<file path="config.mk">
export PLATFORM = sky130hd
export DESIGN_NAME = satd_hadamard4x4
export DESIGN_NICKNAME = d
export VERILOG_FILES = /design/src/rtl/satd_pkg.sv /design/src/rtl/hadamard4.sv /design/src/rtl/satd_hadamard4x4.sv
export SDC_FILE = /design/constraint.sdc
export NUM_CORES = 1
export LEC_CHECK = 0
export ABC_AREA = 1
export CAP_MARGIN = 25
export CORE_MARGIN = 8
export CORE_UTILIZATION = 50
export DETAILED_ROUTE_END_ITERATION = 12
export PLACE_DENSITY = 0.77
export SLEW_MARGIN = 20
export SYNTH_ARGS = -nofsm -noshare
export SYNTH_HDL_FRONTEND = slang
export SYNTH_SLANG_ARGS = --single-unit
</file>
<file path="constraint.sdc">
create_clock -name clk -period 6.9 [get_ports clk]
set_input_delay 1.035 -clock clk [delete_from_list [all_inputs] [get_ports clk]]
set_output_delay 1.035 -clock clk [all_outputs]
set_load 0.01 [all_outputs]
</file>
<file path="src/rtl/satd_pkg.sv">
// Shared widths, FSM state encoding and row type for the 4x4 Hadamard SATD block.
package satd_pkg;

  localparam int DW_DEFAULT = 9;
  localparam int ROW_W      = DW_DEFAULT + 2;
  localparam int COL_W      = DW_DEFAULT + 4;
  localparam int ABS_W      = DW_DEFAULT + 3;
  localparam int SW_DEFAULT = DW_DEFAULT + 7;

  typedef enum logic {
    ST_LOAD = 1'b0,
    ST_COL  = 1'b1
  } state_t;

  typedef logic [3:0][DW_DEFAULT-1:0] row_t;

endpackage

</file>
<file path="src/rtl/hadamard4.sv">
// Combinational 4-point Hadamard butterfly; IW-bit signed inputs, IW+2-bit signed outputs.
module hadamard4
  import satd_pkg::*;
#(
  parameter int IW = DW_DEFAULT
) (
  input  logic [3:0][IW-1:0]   x_i,
  output logic [3:0][IW+1:0]   y_o
);

  logic signed [IW+1:0] e0, e1, e2, e3;
  logic signed [IW+1:0] s0, s1, s2, s3;

  // Sign-extend up front so every sum is evaluated at the full output width.
  assign e0 = {{2{x_i[0][IW-1]}}, x_i[0]};
  assign e1 = {{2{x_i[1][IW-1]}}, x_i[1]};
  assign e2 = {{2{x_i[2][IW-1]}}, x_i[2]};
  assign e3 = {{2{x_i[3][IW-1]}}, x_i[3]};

  assign s0 = e0 + e1;
  assign s1 = e0 - e1;
  assign s2 = e2 + e3;
  assign s3 = e2 - e3;

  assign y_o[0] = s0 + s2;
  assign y_o[1] = s1 + s3;
  assign y_o[2] = s0 - s2;
  assign y_o[3] = s1 - s3;

endmodule

</file>
<file path="src/rtl/satd_hadamard4x4.sv">
// 4x4 Hadamard SATD: rows transformed on entry, columns from a transpose buffer.
// satd/out_valid appear 4 enabled cycles after the last row; in_ready drops while columns are processed.
module satd_hadamard4x4
  import satd_pkg::*;
#(
  parameter int DW = DW_DEFAULT,
  parameter int SW = DW + 7
) (
  input  logic              clk,
  input  logic              rst,
  input  logic              enable,
  input  logic [4*DW-1:0]   diff_in,
  input  logic              in_valid,
  output logic              in_ready,
  output logic [SW-1:0]     satd,
  output logic              out_valid
);

  localparam int RW = DW + 2;
  localparam int CW = DW + 4;

  state_t                  state_q, state_d;
  logic [1:0]              row_cnt_q, row_cnt_d;
  logic [1:0]              col_cnt_q, col_cnt_d;
  logic [SW-1:0]           acc_q, acc_d;
  logic [SW-1:0]           satd_q, satd_d;
  logic                    out_valid_q, out_valid_d;
  logic [3:0][3:0][RW-1:0] buf_q, buf_d;

  logic [3:0][DW-1:0]      row_x;
  logic [3:0][RW-1:0]      row_y;
  logic [3:0][RW-1:0]      col_x;
  logic [3:0][CW-1:0]      col_y;
  logic [SW-1:0]           col_sum;

  assign row_x = diff_in;

  hadamard4 #(.IW(DW)) u_row_pass (
    .x_i (row_x),
    .y_o (row_y)
  );

  always_comb begin
    col_x = '0;
    for (int r = 0; r < 4; r++) begin
      col_x[r] = buf_q[r][col_cnt_q];
    end
  end

  hadamard4 #(.IW(RW)) u_col_pass (
    .x_i (col_x),
    .y_o (col_y)
  );

  // Column coefficients stay within +/-16*255, so negation never overflows CW bits.
  always_comb begin : abs_sum
    logic [CW-1:0] mag;
    mag     = '0;
    col_sum = '0;
    for (int i = 0; i < 4; i++) begin
      mag     = col_y[i][CW-1] ? CW'(-col_y[i]) : col_y[i];
      col_sum = col_sum + SW'(mag);
    end
  end

  assign in_ready  = enable && (state_q == ST_LOAD);
  assign satd      = satd_q;
  assign out_valid = out_valid_q;

  always_comb begin
    state_d     = state_q;
    row_cnt_d   = row_cnt_q;
    col_cnt_d   = col_cnt_q;
    acc_d       = acc_q;
    satd_d      = satd_q;
    out_valid_d = out_valid_q;
    buf_d       = buf_q;

    if (enable) begin
      out_valid_d = 1'b0;
      case (state_q)
        ST_LOAD: begin
          if (in_valid) begin
            buf_d[row_cnt_q] = row_y;
            row_cnt_d        = row_cnt_q + 2'd1;
            if (row_cnt_q == 2'd3) begin
              state_d   = ST_COL;
              col_cnt_d = 2'd0;
              acc_d     = '0;
            end
          end
        end
        ST_COL: begin
          acc_d     = acc_q + col_sum;
          col_cnt_d = col_cnt_q + 2'd1;
          if (col_cnt_q == 2'd3) begin
            satd_d      = acc_q + col_sum;
            out_valid_d = 1'b1;
            state_d     = ST_LOAD;
            row_cnt_d   = 2'd0;
          end
        end
        default: begin
          state_d = ST_LOAD;
        end
      endcase
    end
  end

  always_ff @(posedge clk) begin
    if (rst) begin
      state_q     <= ST_LOAD;
      row_cnt_q   <= 2'd0;
      col_cnt_q   <= 2'd0;
      acc_q       <= '0;
      satd_q      <= '0;
      out_valid_q <= 1'b0;
      buf_q       <= '0;
    end else begin
      state_q     <= state_d;
      row_cnt_q   <= row_cnt_d;
      col_cnt_q   <= col_cnt_d;
      acc_q       <= acc_d;
      satd_q      <= satd_d;
      out_valid_q <= out_valid_d;
      buf_q       <= buf_d;
    end
  end

endmodule
</file>
Word-level counts from Yosys, hierarchy flattened
Cells that the tools add are included.
Widths: inputs -> output; s select.

cells by class
  eq/ne operators = 5
  multiplexer cells = 30
  $lt $le $gt $ge = 3
  $add $sub $neg = 26
  reduce and logical (&&, ||, !) cells = 6
  bitwise logic cells = 1

operators by type and width
  kind              count
  $bwmux 176        1
  $bmux 11 s2       4
  $demux 44 s2      1
  $mux 13           4
  $neg 13->13       4
  $mux 11           4
  $mux 44           1
  $mux 16           2
  $pmux 16 s2       1
  $add 13x13->13    2
  $sub 13x13->13    2
  $add 11x11->12    2
  $sub 11x11->12    2
  $add 11x11->11    2
  $sub 11x11->11    2
  $add 9x9->10      2
  $sub 9x9->10      2
  $add 15x13->16    1
  $add 16x16->16    1
  $add 14x13->15    1
  $add 13x13->14    1
  $reduce_and 3->1  4
  $mux 2            4
  $pmux 2 s2        2
  10 further kinds  19

word-level totals
  input bits = 40
  register bits after elaboration = 214
  output and inout port bits = 18
  logic and storage cells = 93

Longest topological paths before layout
  depth after elaboration = 11
  mapped depth = 46
  depth with buffers taken out = 44

By module
A second synthesis with hierarchy kept.

second synthesis, totals
  cell total of the unflattened synthesis = 3,333
  area, all modules = 21,156.5 um^2

modules (own cells, without submodules)
  module                   times used  cells each  area each (um^2)  seq. area each (um^2)
  satd_hadamard4x4         1           1,624       11,609.9          4,284.1
  hadamard4 at u_col_pass  1           951         5,335.1           0.0
  hadamard4 at u_row_pass  1           758         4,211.5           0.0

Worst setup path before layout
Ideal clock, no wire load.

  path kind = register -> register
  start point = register col_cnt_q[0]
  end point = register acc_q[11]
  library setup time = 0.132 ns
  cell stages (with the launch flop) = 39
  clock period less this slack = 7.100 ns
  slack = -0.200 ns
  data arrival time = 6.968 ns
  cell sequence = dfxtp_1 > clkbuf_1 > clkbuf_1 > clkbuf_1 > o21ai_0 > o22ai_1 > ha_1 > clkbuf_1 > nor2_1 > inv_1 > nor3_1 > o21ai_0 > nand3_1 > xor2_1 > inv_1 > ha_1 > buf_4 > inv_2 > (+3 left out) > nand2_2 > buf_6 > o21ai_0 > fa_1 > inv_1 > fa_1 > fa_1 > inv_1 > ha_1 > fa_1 > nand3_1 > nand2_1 > nand2_1 > nand2_1 > a21o_1 > or2_2 > nand3_1 > a21oi_1

between the ends
  longest elaborated chain between the ends = 11
  elaborated cells on any way between the ends = 29
  classes of those cells = add/sub (16); mux (13)

ends and longest elaborated chain
  item                                      RTL line                          text
  start: declaration                        satd_hadamard4x4.sv:24            logic [1:0] col_cnt_q, col_cnt_d;
  start signal: assignment                  satd_hadamard4x4.sv:122           col_cnt_q <= col_cnt_d;
  $bmux 11 s2                               satd_hadamard4x4.sv:46            col_x[r] = buf_q[r][col_cnt_q];
  $mux 11 (implied by the code)             satd_hadamard4x4.sv:46
  $add 11x11->12 (tied with other cells)    hadamard4.sv:20                   assign s0 = e0 + e1;
  $add 13x13->13, on equally long branches  hadamard4.sv:25, hadamard4.sv:26
  $neg 13->13                               satd_hadamard4x4.sv:61            mag = col_y[i][CW-1] ? CW'(-col_y[i]) : col_y[i];
  $mux 13                                   satd_hadamard4x4.sv:61
  $add 13x13->14                            satd_hadamard4x4.sv:62            col_sum = col_sum + SW'(mag);
  $add 14x13->15                            satd_hadamard4x4.sv:62
  $add 15x13->16 *                          satd_hadamard4x4.sv:62
  $add 16x16->16 *                          satd_hadamard4x4.sv:94            acc_d = acc_q + col_sum;
  $pmux 16 s2 *                             satd_hadamard4x4.sv:81            case (state_q)
  end signal: assignment                    satd_hadamard4x4.sv:115           acc_q <= '0;
  end signal: assignment                    satd_hadamard4x4.sv:123           acc_q <= acc_d;
  end: declaration                          satd_hadamard4x4.sv:25            logic [SW-1:0] acc_q, acc_d;

Mark *: on every way between the ends. The rest lies on a longest branch, timed or not. The select of a mux whose other input is x is not followed.
A chain may end at the register's enable or synchronous reset.

Worst setup path in the final report
  start point = register col_cnt_q[0]
  end point = register acc_q[14]

Same word-level chain as after synthesis.

==> summary.md <==
| Metric | Value |
|---|---|
| Root Driver | clkbuf_16 |
| Status | finished with violations |
| Tot GR Track Use | 26.5% |
| Worst Skew | 0.0191 ns |
| Gr ovfl total | 0 |
| EDFF count, synth | 0 |
| Top-area cell type share of the netlist area | 21.0% |
| Reg-to-Reg Start | col_cnt_q[0] |
| Via count | 20.7k |
| Syn Area/Cell | 6.69 um^2 |
| Max-slew headroom | 31.1% |
| Mapped cell area | 19,700 um^2 |
| Failing checks | negative setup slack |
| Sequential area share after synthesis | 21.0% |
| Pin count of the biggest net entering global routing | 81 |
| Yosys warns | 0 |
| Top_reg_cell synth | dfxtp_1 |
| Post-synthesis to final-layout area growth | 30.6% |
| Die Width | 214 um |
| Unrepaired setup endpoints after global routing | true |
| Top cells by count, synth | 554 x nand2_1, 527 x inv_1, 220 x a21oi_1 |
| Fill cell count | 3,270 |
| Critical Path AT | 7.54 ns |
| Top post-synthesis cells by area | dfxtp_1 21%, ha_1 12%, nand2_1 11% |
| Largest stage delay, worst path | 0.56 ns |
| Iteration-0 DRC Markers | 1,575 |
| Most frequent cell after synthesis | nand2_1 |
| Kind of critical path | register to register |
| Minimum clock period | 7.10 ns |
| Initial core utilization | 50.8% |
| Worst-skew pair later-pin latency | 0.52 ns |
| Worst hold-check path type | register to register |
| # diodes | 0 |
| Post-layout instance area | 25,700 um^2 |
| Post-CTS Hold Buffers | 0 |
| Hpwl dp | 49,100 um |
| Share of cells above drive strength 1 | 22.0% |
| IO Pins | 58 |
| CTS tree | built |
| PortBufs | 57 |
| Finished Layout Cells | 3,809 |
| Most frequent CP cell | nand2_1 |
| Slowest-stage cell, CP | fa_1 |
| DR DRC count | 0 |
| Ys async rst share | 0% |
| Maximum fanout along the worst path | 6 |
| Core ar. | 38,700 um^2 |
| CTS Buf Count | 22 |
| Drt first pass iters | 6 |
| Slew @ Worst Pin | 1.03 ns |
| Number of synthesized register bits | 206 |
| Via/cell ratio | 5.44 |
| CTS sink count | 206 |
| Antenna violations before repair | 0 |
| Fmax | 141 MHz |
| Vias in the first global route | 20.3k |
| Post-Place Setup Slack | -0.530 ns |
| Post-DP Area | 22,900 um^2 |
| Worst setup margin | -0.198 ns |
| Placed insts | 3,719 |
| Syn nets | 3,229 |
| Post-DR wirelength/cell | 17.2 um |
| Final hold vios | 0 |
| Row Count | 72 |
| Final wirelength | 65,400 um |
| Worst EP required | 7.34 ns |
| Critical path origin | col_cnt_q[0] |
| GP Congestion | 0.965 |
| Final #Nets | 3,566 |
| First-pass GRT wire length | 102,000 um |
| H-tree levels | 1 |
| Setup Viol. Count Final | 17 |
| Max Cap Viol | 0 |
| Cells after synthesis | 2,939 |
| Die Y | 214 um |
| Fin crit share | 103% |
| WHS | 0.452 ns |
| HP Start | satd[9] |
| CTS max path bufs | 3 |
| Biggest area consumer among synthesized cells | dfxtp_1 |
| Post-route ant nets | 0 |
| Total die area | 45,900 um^2 |
| Unique cell type count in the Yosys netlist | 57 |
| Startpoint types | register |
| Clock Pin Slew Worst Setup and Hold Paths | 0.06 ns |
| Critical Path End Type | register |
| Slew Viols, Final | 0 |
critical path, delay by kind of cell (launching register included):
| family | cells | cell delay, ns |
|---|---|---|
| buf+inv | 8 | 0.84 |
| flops | 1 | 0.47 |
| compound gates | 9 | 1.48 |
| fa+ha+maj | 6 | 2.41 |
| xor+xnor | 1 | 0.22 |
| simple gates | 16 | 1.56 |
layout make-up:
cell class / count / area [um^2] / area share (%)
clock buffer: 34 / 657 / 2.56
multi-input combinational: 2061 / 14400 / 56.1
timing repair buffer: 443 / 3760 / 14.6
inverter: 542 / 2050 / 8.00
clock inverter: 5 / 35.0 / 0.136
sequential: 206 / 4130 / 16.1
tap: 518 / 648 / 2.52
placed cells by master (no fill, tap or decap), types with 42 or more instances in the layout:
cell / instances
ha_1: 158
clkdlybuf4s50_1: 56
inv_1: 501
nand2_2: 42
dfxtp_1: 204
nand2_1: 512
a21oi_1: 192
fa_1: 50
nor2_1: 187
xor2_1: 92
o21bai_1: 52
nand3_1: 148
o21ai_0: 166
buf_4: 350
registers in the layout, indices dropped and copies added (netlist names):
signal	count
acc_q	16
buf_q	168
col_cnt_q	2
out_valid	1
row_cnt_q	2
satd	16
state_q	1
logic make-up (layout without fill, tap and decap cells):
logic type	after synthesis	in the layout	synth area share, %
simple gates	1034	1034	21.9
buf+inv	672	1024	13.6
flops	206	206	21.0
fa+ha+maj	250	250	18.0
xor+xnor	131	131	5.91
compound gates	646	646	19.7
per-stage QoR:
| step | utilization (%) | TNS, ns |
|---|---|---|
| 6_report | 66.3 | -1.54 |
| 3_5_place_dp | 59.0 | -9.42 |
| 3_3_place_gp | 59.0 | -8.54 |
| 2_1_floorplan | - | 0 |
| 5_1_grt | 66.3 | -8.46 |
| 4_1_cts | 63.9 | -0.0775 |
metal layers:
| layer | global-route usage, % | up-vias | share of wire, % |
|---|---|---|---|
| met1 | 30.9 | 9665 | 39 |
| met3 | 2.65 | 206 | 5.6 |
| met5 | 0 | - | 0 |
| li1 | - | 10069 | - |
| met4 | 12.1 | 0 | 5.0 |
| met2 | 48.3 | 768 | 50 |
worst paths after layout:
kind,end,slack [ns],cells past startpoint
setup reg to reg,acc_q[14],-0.20,40
hold / removal,satd[9],0.45,2
setup / recovery,acc_q[14],-0.20,40
hold reg to reg,satd[9],0.45,2
timing repair:
item | CTS | global route
buffers inserted | 19 | 26
endpoints found under the setup margin | 26 | 26
cloned | 3 | 3
gates resized for setup | 196 | 167
pin swaps | 102 | 99
Power is not shown: default switching activity piles up to over one toggle a cycle in this logic, so the estimate is an artifact.
